==> config.mk <==
export PLATFORM = sky130hd
export DESIGN_NAME = matrix_operand_loader
export DESIGN_NICKNAME = d
export VERILOG_FILES = /design/src/rtl/matrix_operand_loader.sv
export SDC_FILE = /design/constraint.sdc
export NUM_CORES = 1
export LEC_CHECK = 0
export BUFFER_PORTS_ARGS = -buffer_cell sky130_fd_sc_hd__clkbuf_2
export CAP_MARGIN = 30
export CELL_PAD_IN_SITES_DETAIL_PLACEMENT = 1
export CELL_PAD_IN_SITES_GLOBAL_PLACEMENT = 1
export CORE_UTILIZATION = 37
export DETAILED_ROUTE_END_ITERATION = 8
export HOLD_SLACK_MARGIN = 0.15
export PLACE_DENSITY = 0.73
export SKIP_CTS_REPAIR_TIMING = 1
export SYNTH_ARGS = -nofsm -noshare
export SYNTH_HDL_FRONTEND = slang
export SYNTH_SLANG_ARGS = --single-unit
==> constraint.sdc <==
create_clock -name clk -period 3.7 [get_ports clk]
set_clock_uncertainty 0.1 [all_clocks]
set_input_delay 0 -clock clk [delete_from_list [all_inputs] [get_ports clk]]
set_output_delay 0 -clock clk [all_outputs]
set_load 0.01 [all_outputs]
==> src/rtl/matrix_operand_loader.sv <==
// matrix_operand_loader
//   Serial-to-parallel front end for matrix_multiplier. Collects n*m 32-bit
//   words (row-major or column-major arrival) into a flat row-major bus and
//   presents it with a strobe until the consumer acknowledges it.
//
// Ports
//   clk        in   clock, all state changes on the rising edge
//   rst        in   asynchronous active-high reset
//   in_data    in   [31:0] incoming element, valid while in_stb=1
//   in_stb     in   upstream has a word on in_data
//   in_ack     out  loader can take a word (registered)
//   matrix_out out  [0:32*n*m-1] element (r,c) at [(r*m+c)*32 +: 32]
//   out_stb    out  matrix_out complete and stable (registered)
//   out_ack    in   downstream accepts the matrix
//   dbg_state  out  [1:0] current FSM state (0 IDLE, 1 FILL, 2 PRESENT)
//
// Handshake: on both ports a transfer happens on a rising edge where stb=1
// and ack=1; the producer holds stb and data stable until that edge. in_ack
// and out_stb are never high together, so at most one transfer per edge.
module matrix_operand_loader #(
  parameter int n         = 2,
  parameter int m         = 2,
  parameter bit col_major = 1'b0
) (
  input  logic              clk,
  input  logic              rst,
  input  logic [31:0]       in_data,
  input  logic              in_stb,
  output logic              in_ack,
  output logic [0:32*n*m-1] matrix_out,
  output logic              out_stb,
  input  logic              out_ack,
  output logic [1:0]        dbg_state
);

  localparam int NE = n * m;
  localparam int RW = (n > 1) ? $clog2(n) : 1;
  localparam int CW = (m > 1) ? $clog2(m) : 1;
  localparam int KW = (NE > 1) ? $clog2(NE) : 1;
  // One spare bit so row*m+col never wraps for any legal row/col.
  localparam int IW = KW + 1;

  typedef enum logic [1:0] {
    S_IDLE    = 2'd0,
    S_FILL    = 2'd1,
    S_PRESENT = 2'd2
  } state_t;

  state_t            r_state;
  state_t            w_next_state;
  logic              r_in_ack;
  logic              r_out_stb;
  logic [RW-1:0]     r_row;
  logic [CW-1:0]     r_col;
  logic [KW-1:0]     r_count;
  logic [0:32*n*m-1] r_matrix;

  logic              w_in_xfer;
  logic              w_out_xfer;
  logic              w_last;
  logic [IW-1:0]     w_wr_idx;

  assign w_in_xfer  = in_stb & r_in_ack;
  assign w_out_xfer = out_ack & r_out_stb;
  assign w_last     = (r_count == KW'(NE - 1));
  assign w_wr_idx   = IW'(r_row) * IW'(m) + IW'(r_col);

  // Next-state logic
  always_comb begin
    w_next_state = r_state;
    case (r_state)
      S_IDLE:    w_next_state = S_FILL;
      S_FILL:    if (w_in_xfer && w_last) w_next_state = S_PRESENT;
      S_PRESENT: if (w_out_xfer) w_next_state = S_FILL;
      default:   w_next_state = S_IDLE;
    endcase
  end

  // State register; handshake outputs are registered from the next state so
  // they change on the same edge as the state.
  always_ff @(posedge clk or posedge rst) begin
    if (rst) begin
      r_state   <= S_IDLE;
      r_in_ack  <= 1'b0;
      r_out_stb <= 1'b0;
    end else begin
      r_state   <= w_next_state;
      r_in_ack  <= (w_next_state == S_FILL);
      r_out_stb <= (w_next_state == S_PRESENT);
    end
  end

  // Position counters: row and column kept separately so the write address
  // needs only a constant multiply, no divide or modulo.
  always_ff @(posedge clk or posedge rst) begin
    if (rst) begin
      r_row   <= '0;
      r_col   <= '0;
      r_count <= '0;
    end else if (w_in_xfer) begin
      if (w_last) begin
        r_row   <= '0;
        r_col   <= '0;
        r_count <= '0;
      end else begin
        r_count <= r_count + 1'b1;
        if (!col_major) begin
          if (r_col == CW'(m - 1)) begin
            r_col <= '0;
            r_row <= r_row + 1'b1;
          end else begin
            r_col <= r_col + 1'b1;
          end
        end else begin
          if (r_row == RW'(n - 1)) begin
            r_row <= '0;
            r_col <= r_col + 1'b1;
          end else begin
            r_row <= r_row + 1'b1;
          end
        end
      end
    end
  end

  // Element storage. Only written on an accepted input word, so the bus is
  // frozen while presenting. Not cleared between matrices.
  always_ff @(posedge clk or posedge rst) begin
    if (rst) begin
      r_matrix <= '0;
    end else if (w_in_xfer) begin
      for (int e = 0; e < NE; e++) begin
        if (w_wr_idx == IW'(e)) r_matrix[e*32 +: 32] <= in_data;
      end
    end
  end

  assign in_ack     = r_in_ack;
  assign out_stb    = r_out_stb;
  assign matrix_out = r_matrix;
  assign dbg_state  = r_state;

endmodule

==> metrics, run 1 <==
status completed; peak supply drop 0.450 mV; Setup Crit Path Kind flip-flop to flip-flop; wire per inst 18.3 um; slew of the pin with the lowest slew margin 0.917 ns; CTS max path bufs 2; routability cong. approximately 0.70; total of max-cap violations 0; initial core utilization a little under two fifths; maximum clock rate 445 MHz; Area contributors post-synth dfrtp_1, mux2_2, mux2_4; first-iteration detailed-routing DRC count 99; clk_lat worst skew 0.41 ns; vias in the first global route 3534; fin nets approximately 550; initial antenna violation count 0; P per Cell Area 966 mW/mm^2; design area 0.00718 mm^2; synth-to-layout area growth 39.0%; Synth top cells by count dfrtp_1, mux2_2, buf_2; Ys Warns 0; I/O pins about 170; Core Rows 42; Setup-failing EPs final 0; register area share after synthesis between 60% and 70%; largest area contributor in the netlist dfrtp_1; input/output buffers about 170; DP Wirelength 8.31 mm; Routed Antenna Nets 0; Die H 120 um; Hold Fails Final Rpt 0; vias 3389; fin crit share around 61%; Relative slew margins 38.5%; largest net degree at the start of global routing 63; most instantiated library cell after synthesis dfrtp_1; RSZ-0062 raised after global routing no; P_leak 3.43 nW; CTS tree built; Post-synth EDFFs 0; first-pass GRT wire length 19.7 mm; DR pass1 iterations 4; Pwr Total 0.00693 W; crit path from r_col$_DFFE_PP0P_; Core Area 0.0135 mm^2; Post-synth ARST share between 90% and 100%; synthesized cell area between 0.005 and 0.006 mm^2; Worst R2R Start r_col$_DFFE_PP0P_; worst min path class primary input to async pin; diode count 0; Final min period between 2 and 2.5 ns; Syn Area/Cell between 15 and 20 um^2; Critical Path RT 3.89 ns; Synth top area share 65.9%; CP arrival ~2.4 ns; Worst setup EP type flip-flop; fin. max-slew vios 0; DRC Markers 0; Routed WL 12.8 mm; synth unique cells 20; die width 120 um; Clk pin slew, worst setup/hold paths 0.05 ns; vias per cell 4.82; clock root cell clkbuf_16; DIE AREA ~0.014 mm^2; worst-path maximum fanout 19; total CTS buffers 17; Critical Path Source Type flip-flop; clk sink count 136; DP Area 0.00622 mm^2; grt ovf 0; CTS H-Tree Depth 4; share of layout cells above drive strength 1 a little under two thirds; fill count roughly 1300; total track usage 18.3%; Main synth FF type dfrtp_1; syn nets 338; Yosys reg bits 136; Synth Instances 301; total negative slack 0 ns
## path summary, 6_finish.rpt
path,endpoint,slack (ns),cells after the start
max,matrix_out[80]$_DFFE_PP0P_,1.45,3
min,matrix_out[98]$_DFFE_PP0P_,0.13,4
max reg2reg,matrix_out[80]$_DFFE_PP0P_,1.45,3
min reg2reg,matrix_out[103]$_DFFE_PP0P_,0.40,1
max in group asynchronous,matrix_out[109]$_DFFE_PP0P_,2.76,5
min in group clk,matrix_out[95]$_DFFE_PP0P_,0.31,3
## worst max-delay path, cell delays in order, from the launching register on
cell	delay, ns
dfrtp_1	0.44
nand4b_1	0.82
buf_12	0.46
mux2_2	0.29
## power by group
| part | internal (W) | switching [W] | leakage, nW |
|---|---|---|---|
| Sequential | 0.00225 | 0.000440 | 1.61 |
| Clock | 0.00114 | 0.000597 | 0.295 |
| Combinational | 0.00132 | 0.00118 | 1.53 |
## stage by stage
step / hold slack, ns / setup slack, ns / cells / util [%]
2_1_floorplan: 0.0480 / 1.91 / 301 / -
3_3_place_gp: 0.130 / 1.54 / 634 / 45.9
3_5_place_dp: 0.00942 / 1.44 / 636 / 46.3
4_1_cts: -0.440 / 1.44 / 668 / 50.8
5_1_grt: 0.158 / 1.31 / 703 / 53.4
6_report: 0.127 / 1.45 / 703 / 53.4
## final cells by class
class                           count  area (um^2)  share of cell area (%)
Clock buffer                       23          458                    6.38
Tap cell                          176          220                    3.07
Sequential cell                   136         3400                    47.4
Multi-Input combinational cell    149         1660                    23.1
Timing Repair Buffer              209         1280                    17.9
Inverter                            1         7.51                   0.105
Clock inverter                      9          148                    2.06
## registers in the layout (all words and copies together), names as in the netlist
signal,flops
matrix_out,128
r_row,1
in_ack,1
r_count,2
r_col,1
dbg_state,2
out_stb,1
## layout by cell type (no fill, tap or decap)
master,Yosys,routed
dlygate4sd3_1,0,35
clkbuf_1,0,5
clkbuf_16,0,17
nor2_1,2,2
a21o_1,1,1
nand3b_1,1,1
nand4_1,2,2
buf_16,0,1
mux2i_1,2,2
mux2_4,9,9
ha_1,1,1
buf_12,0,2
nand4b_2,1,1
a21boi_0,2,2
dfrtp_1,136,136
nand4b_1,1,1
o211ai_1,1,1
clkinvlp_4,0,2
nand2_1,1,1
clkbuf_8,0,1
bufinv_16,0,4
clkinv_2,0,4
or3b_2,1,1
buf_4,0,4
clkbuf_2,0,167
mux2_2,122,122
a21bo_2,1,1
and4bb_2,0,1
## per-layer routing
metal / global-route usage, % / vias to the layer above / routed length, um
met5: 0 / - / 0
li1: - / 1498 / -
met2: 30.8 / 123 / 6590
met4: 6.56 / 0 / 172
met3: 5.94 / 16 / 800
met1: 21.9 / 1752 / 5280
## logic make-up (layout without fill, tap and decap cells)
family	Yosys count	in the layout	share of synthesized area, %
compound gates	5	5	0.775
fa+ha+maj	1	1	0.242
buf+inv	16	242	2.01
flops	136	136	65.9
mux	133	133	29.6
simple gates	10	10	1.48
Power figures use the tool's default switching activity.
==> run 2: changes to the inputs <==
ABC_AREA = 1   (was default)
PLACE_DENSITY = 0.76   (was 0.73)
clock period = 2.3 ns   (was 3.7 ns; I/O delays follow)
==> run 2 against run 1 <==
Sequential power rose by 57%. Critical path depth up 3. Register-to-register slack lost 0.98 ns. Synthesized area rose by 2.9%. Routed wire length is 35% higher. Maximum frequency rose by 23%. Via count up 45%. Utilization fell by 0.22 points. Clock power grew 73%. Synthesized cell count is 99% higher. Final cell count increased by 42%. Largest power group unchanged. Highest routed layer unchanged.
==> metrics, run 2 <==
adder-cell share of the synthesized area 0.235% (-0.0069 points); routability cong. 0.764 (+8.9%); Routed WL 17.4 mm (+35%); I/O pins 168 (unchanged); fin. max-slew vios 0 (unchanged); first-iteration detailed-routing DRC count 214 (+120%); Area contributors post-synth dfrtp_1, nand2_1, nand3_1; max reg flops 128 (unchanged); peak supply drop 0.675 mV (+50%); Ys Warns 0 (unchanged); CTS H-Tree Depth 4 (unchanged); maximum clock rate 548 MHz (+23%); Post-synth EDFFs 0 (unchanged); xor/xnor share of the synthesized area 0% (unchanged); commonest non-fill, non-tap cell in the layout nand2_1; DR pass1 iterations 4 (unchanged); initial core utilization 38.2% (-0.24 points); Switching Fraction 38.7% (+6.8 points); Final min period 1.83 ns (-0.422 ns); die width 122 um (+1.4%); WP buf/inv 2 (+1); Core Rows 43 (+2.4%); proportion of power drawn by combinational gates 36.5% (+0.4 points); Relative slew margins 49.3% (+11 points); R2R depth 6 (+3); Yosys reg bits 136 (unchanged); clock root cell clkbuf_16; P per Cell Area 1530 mW/mm^2 (+59%); input/output buffers 167 (unchanged); Routed Antenna Nets 0 (unchanged); status completed; Core Area 0.0139 mm^2 (+3.6%); Clk pwr share 26.5% (+1.4 points); CP cell instances nand2_1, inv_2, nand2_1, buf_4, nand2_1, nand2_1; Worst R2R Start in_ack$_DFF_PP0_; total CTS buffers 17 (unchanged); Critical Path RT 2.56 ns (-1.33 ns); vias in the first global route 5012 (+42%); grt ovf 0 (unchanged); Hold Fails Final Rpt 0 (unchanged); P_int 0.00696 W (+48%); first-pass GRT wire length 26.3 mm (+33%); slew of the pin with the lowest slew margin 0.760 ns (-0.157 ns); Synth Area in Simple Gates 31.8% (+30 points); P_sw 0.00440 W (+98%); register area share after synthesis 64.0% (-1.9 points); Clk pin slew, worst setup/hold paths 0.06 ns (about the same); DIE AREA 0.0149 mm^2 (+2.9%); RSZ-0062 raised after global routing no; synthesized cell area 0.00532 mm^2 (+2.9%); Synth top cells by count nand2_1, dfrtp_1, nand3_1; fin nets 839 (+52%); CP arrival 2.08 ns (-0.36 ns); DP Wirelength 11.2 mm (+35%); largest family of logic cells by synthesized area simple AND/OR/NAND/NOR gates; worst min path class primary input to async pin; vias 4921 (+45%); syn nets 636 (+88%); mux cell area share after synthesis 0% (-30 points); clk_lat worst skew 0.42 ns (about the same); total track usage 23.6% (+5.2 points); Critical Path Source Type flip-flop; clk sink count 136 (unchanged); fin crit share 79.4% (+19 points); Main synth FF type dfrtp_1; max incr delay on CP 0.40 ns (-0.42 ns); total negative slack 0 ns (unchanged); diode count 0 (unchanged); Post-synth ARST share 100% (unchanged); largest delay contributor family on the critical path simple AND/OR/NAND/NOR gates; Synth top area share 64.0% (-1.9 points); CTS tree built; Synth Instances 599 (+99%); wire per inst 17.5 um (-4.5%); Setup-failing EPs final 0 (unchanged); initial antenna violation count 0 (unchanged); Worst setup EP type flip-flop; Synth Area in Compound Gates 0.282% (-0.49 points); largest area contributor in the netlist dfrtp_1; synth-to-layout area growth 39.3%; P_leak 4.18 nW (+22%); slowest CP cell dfrtp_1; CTS max path bufs 2 (unchanged); share of layout cells above drive strength 1 27.6% (-36 points); Die H 122 um (+1.4%); worst-path maximum fanout 22 (+3); DRC Markers 0 (unchanged); total of max-cap violations 0 (unchanged); largest net degree at the start of global routing 137 (+120%); synth unique cells 11 (-45%); FF-to-FF End matrix_out[103]$_DFFE_PP0P_; Seq pwr share 37.1% (-1.7 points); Util after Layout 53.1% (-0.22 points); Syn Area/Cell 8.88 um^2 (-48%); Top cell by count, worst path nand2_1; vias per cell 4.95 (+2.6%); Setup Crit Path Kind flip-flop to flip-flop; most frequent cells in the layout nand2_1, clkbuf_2, dfrtp_1; most instantiated library cell after synthesis nand2_1; reg-to-reg slack, setup 0.47 ns (-0.98 ns)
run 2: cell types whose count changed in the layout (fill, tap and decap cells not counted), moves of 4 or more:
| cell | before | now |
|---|---|---|
| nand2_1 | 1 | 312 |
| buf_4 | 4 | 14 |
| inv_2 | 0 | 4 |
| mux2_2 | 122 | 0 |
| mux2_4 | 9 | 0 |
| clkbuf_1 | 5 | 0 |
| nand3_1 | 0 | 99 |
run 2: through the flow:
| step | area [um^2] | std cells | setup slack [ns] | power [W] | hold WS, ns |
|---|---|---|---|---|---|
| finish | 7400 | 995 | 0.474 | 0.0114 | 0.234 |
| global route | 7400 | 995 | 0.373 | 0.0121 | 0.305 |
| CTS | 7050 | 960 | 0.447 | 0.0114 | -0.275 |
| detailed placement | 6400 | 928 | 0.476 | 0.00833 | 0.173 |
| global placement | 6400 | 928 | 0.582 | 0.00811 | 0.161 |
| floorplan | 5320 | 599 | 0.507 | 0.00630 | 0.0167 |
run 2: worst reg2reg max path: cells and delay by family, from the launching register on:
family | cells | cell delay, ns
buffers and inverters | 2 | 0.49
DFF | 1 | 0.40
and+or+nand+nor | 4 | 0.79
run 2: layout make-up:
| cell class | instances | area (um^2) |
|---|---|---|
| clock inverter | 13 | 200 |
| multi-input combinational | 420 | 1740 |
| sequential | 136 | 3400 |
| inverter | 8 | 33.8 |
| timing repair buffer | 219 | 1350 |
| clock buffer | 19 | 453 |
| tap | 180 | 225 |
| fill | 1651 | 6530 |
run 2: cells by family after synthesis:
kind of cell	Yosys count
AOI/OAI and AO/OA	3
buffers and inverters	43
and+or+nand+nor	416
adders and majority gates	1
DFF	136
run 2: how the worst max path moves through the flow:
| stage | cells past startpoint | from | slack (ns) | end |
|---|---|---|---|---|
| finish | 6 | in_ack$_DFF_PP0_ | 0.47 | matrix_out[103]$_DFFE_PP0P_ |
| CTS | 6 | in_ack$_DFF_PP0_ | 0.45 | matrix_out[125]$_DFFE_PP0P_ |
| global placement | 6 | r_row$_DFFE_PP0P_ | 0.58 | matrix_out[97]$_DFFE_PP0P_ |
| floorplan | 1 | rst | 0.51 | dbg_state[0]$_DFF_PP0_ |
| detailed placement | 6 | r_col$_DFFE_PP0P_ | 0.48 | matrix_out[125]$_DFFE_PP0P_ |
| global route | 6 | in_ack$_DFF_PP0_ | 0.37 | matrix_out[125]$_DFFE_PP0P_ |
run 2: per-layer routing:
| layer | track usage (%) | vias to the layer above | wire length, um |
|---|---|---|---|
| met4 | 7.56 | 0 | 248 |
| met2 | 40.4 | 136 | 8830 |
| li1 | - | 2301 | - |
| met1 | 28.7 | 2458 | 7350 |
| met3 | 6.46 | 26 | 939 |
| met5 | 0 | - | 0 |
run 2: power groups by stage:
stage | clock, W | combinational (W) | sequential [W]
2_1_floorplan | 0 | 0.00172 | 0.00458
3_3_place_gp | 0 | 0.00394 | 0.00417
3_5_place_dp | 0 | 0.00411 | 0.00422
4_1_cts | 0.00305 | 0.00415 | 0.00421
5_1_grt | 0.00314 | 0.00464 | 0.00432
6_report | 0.00301 | 0.00414 | 0.00421
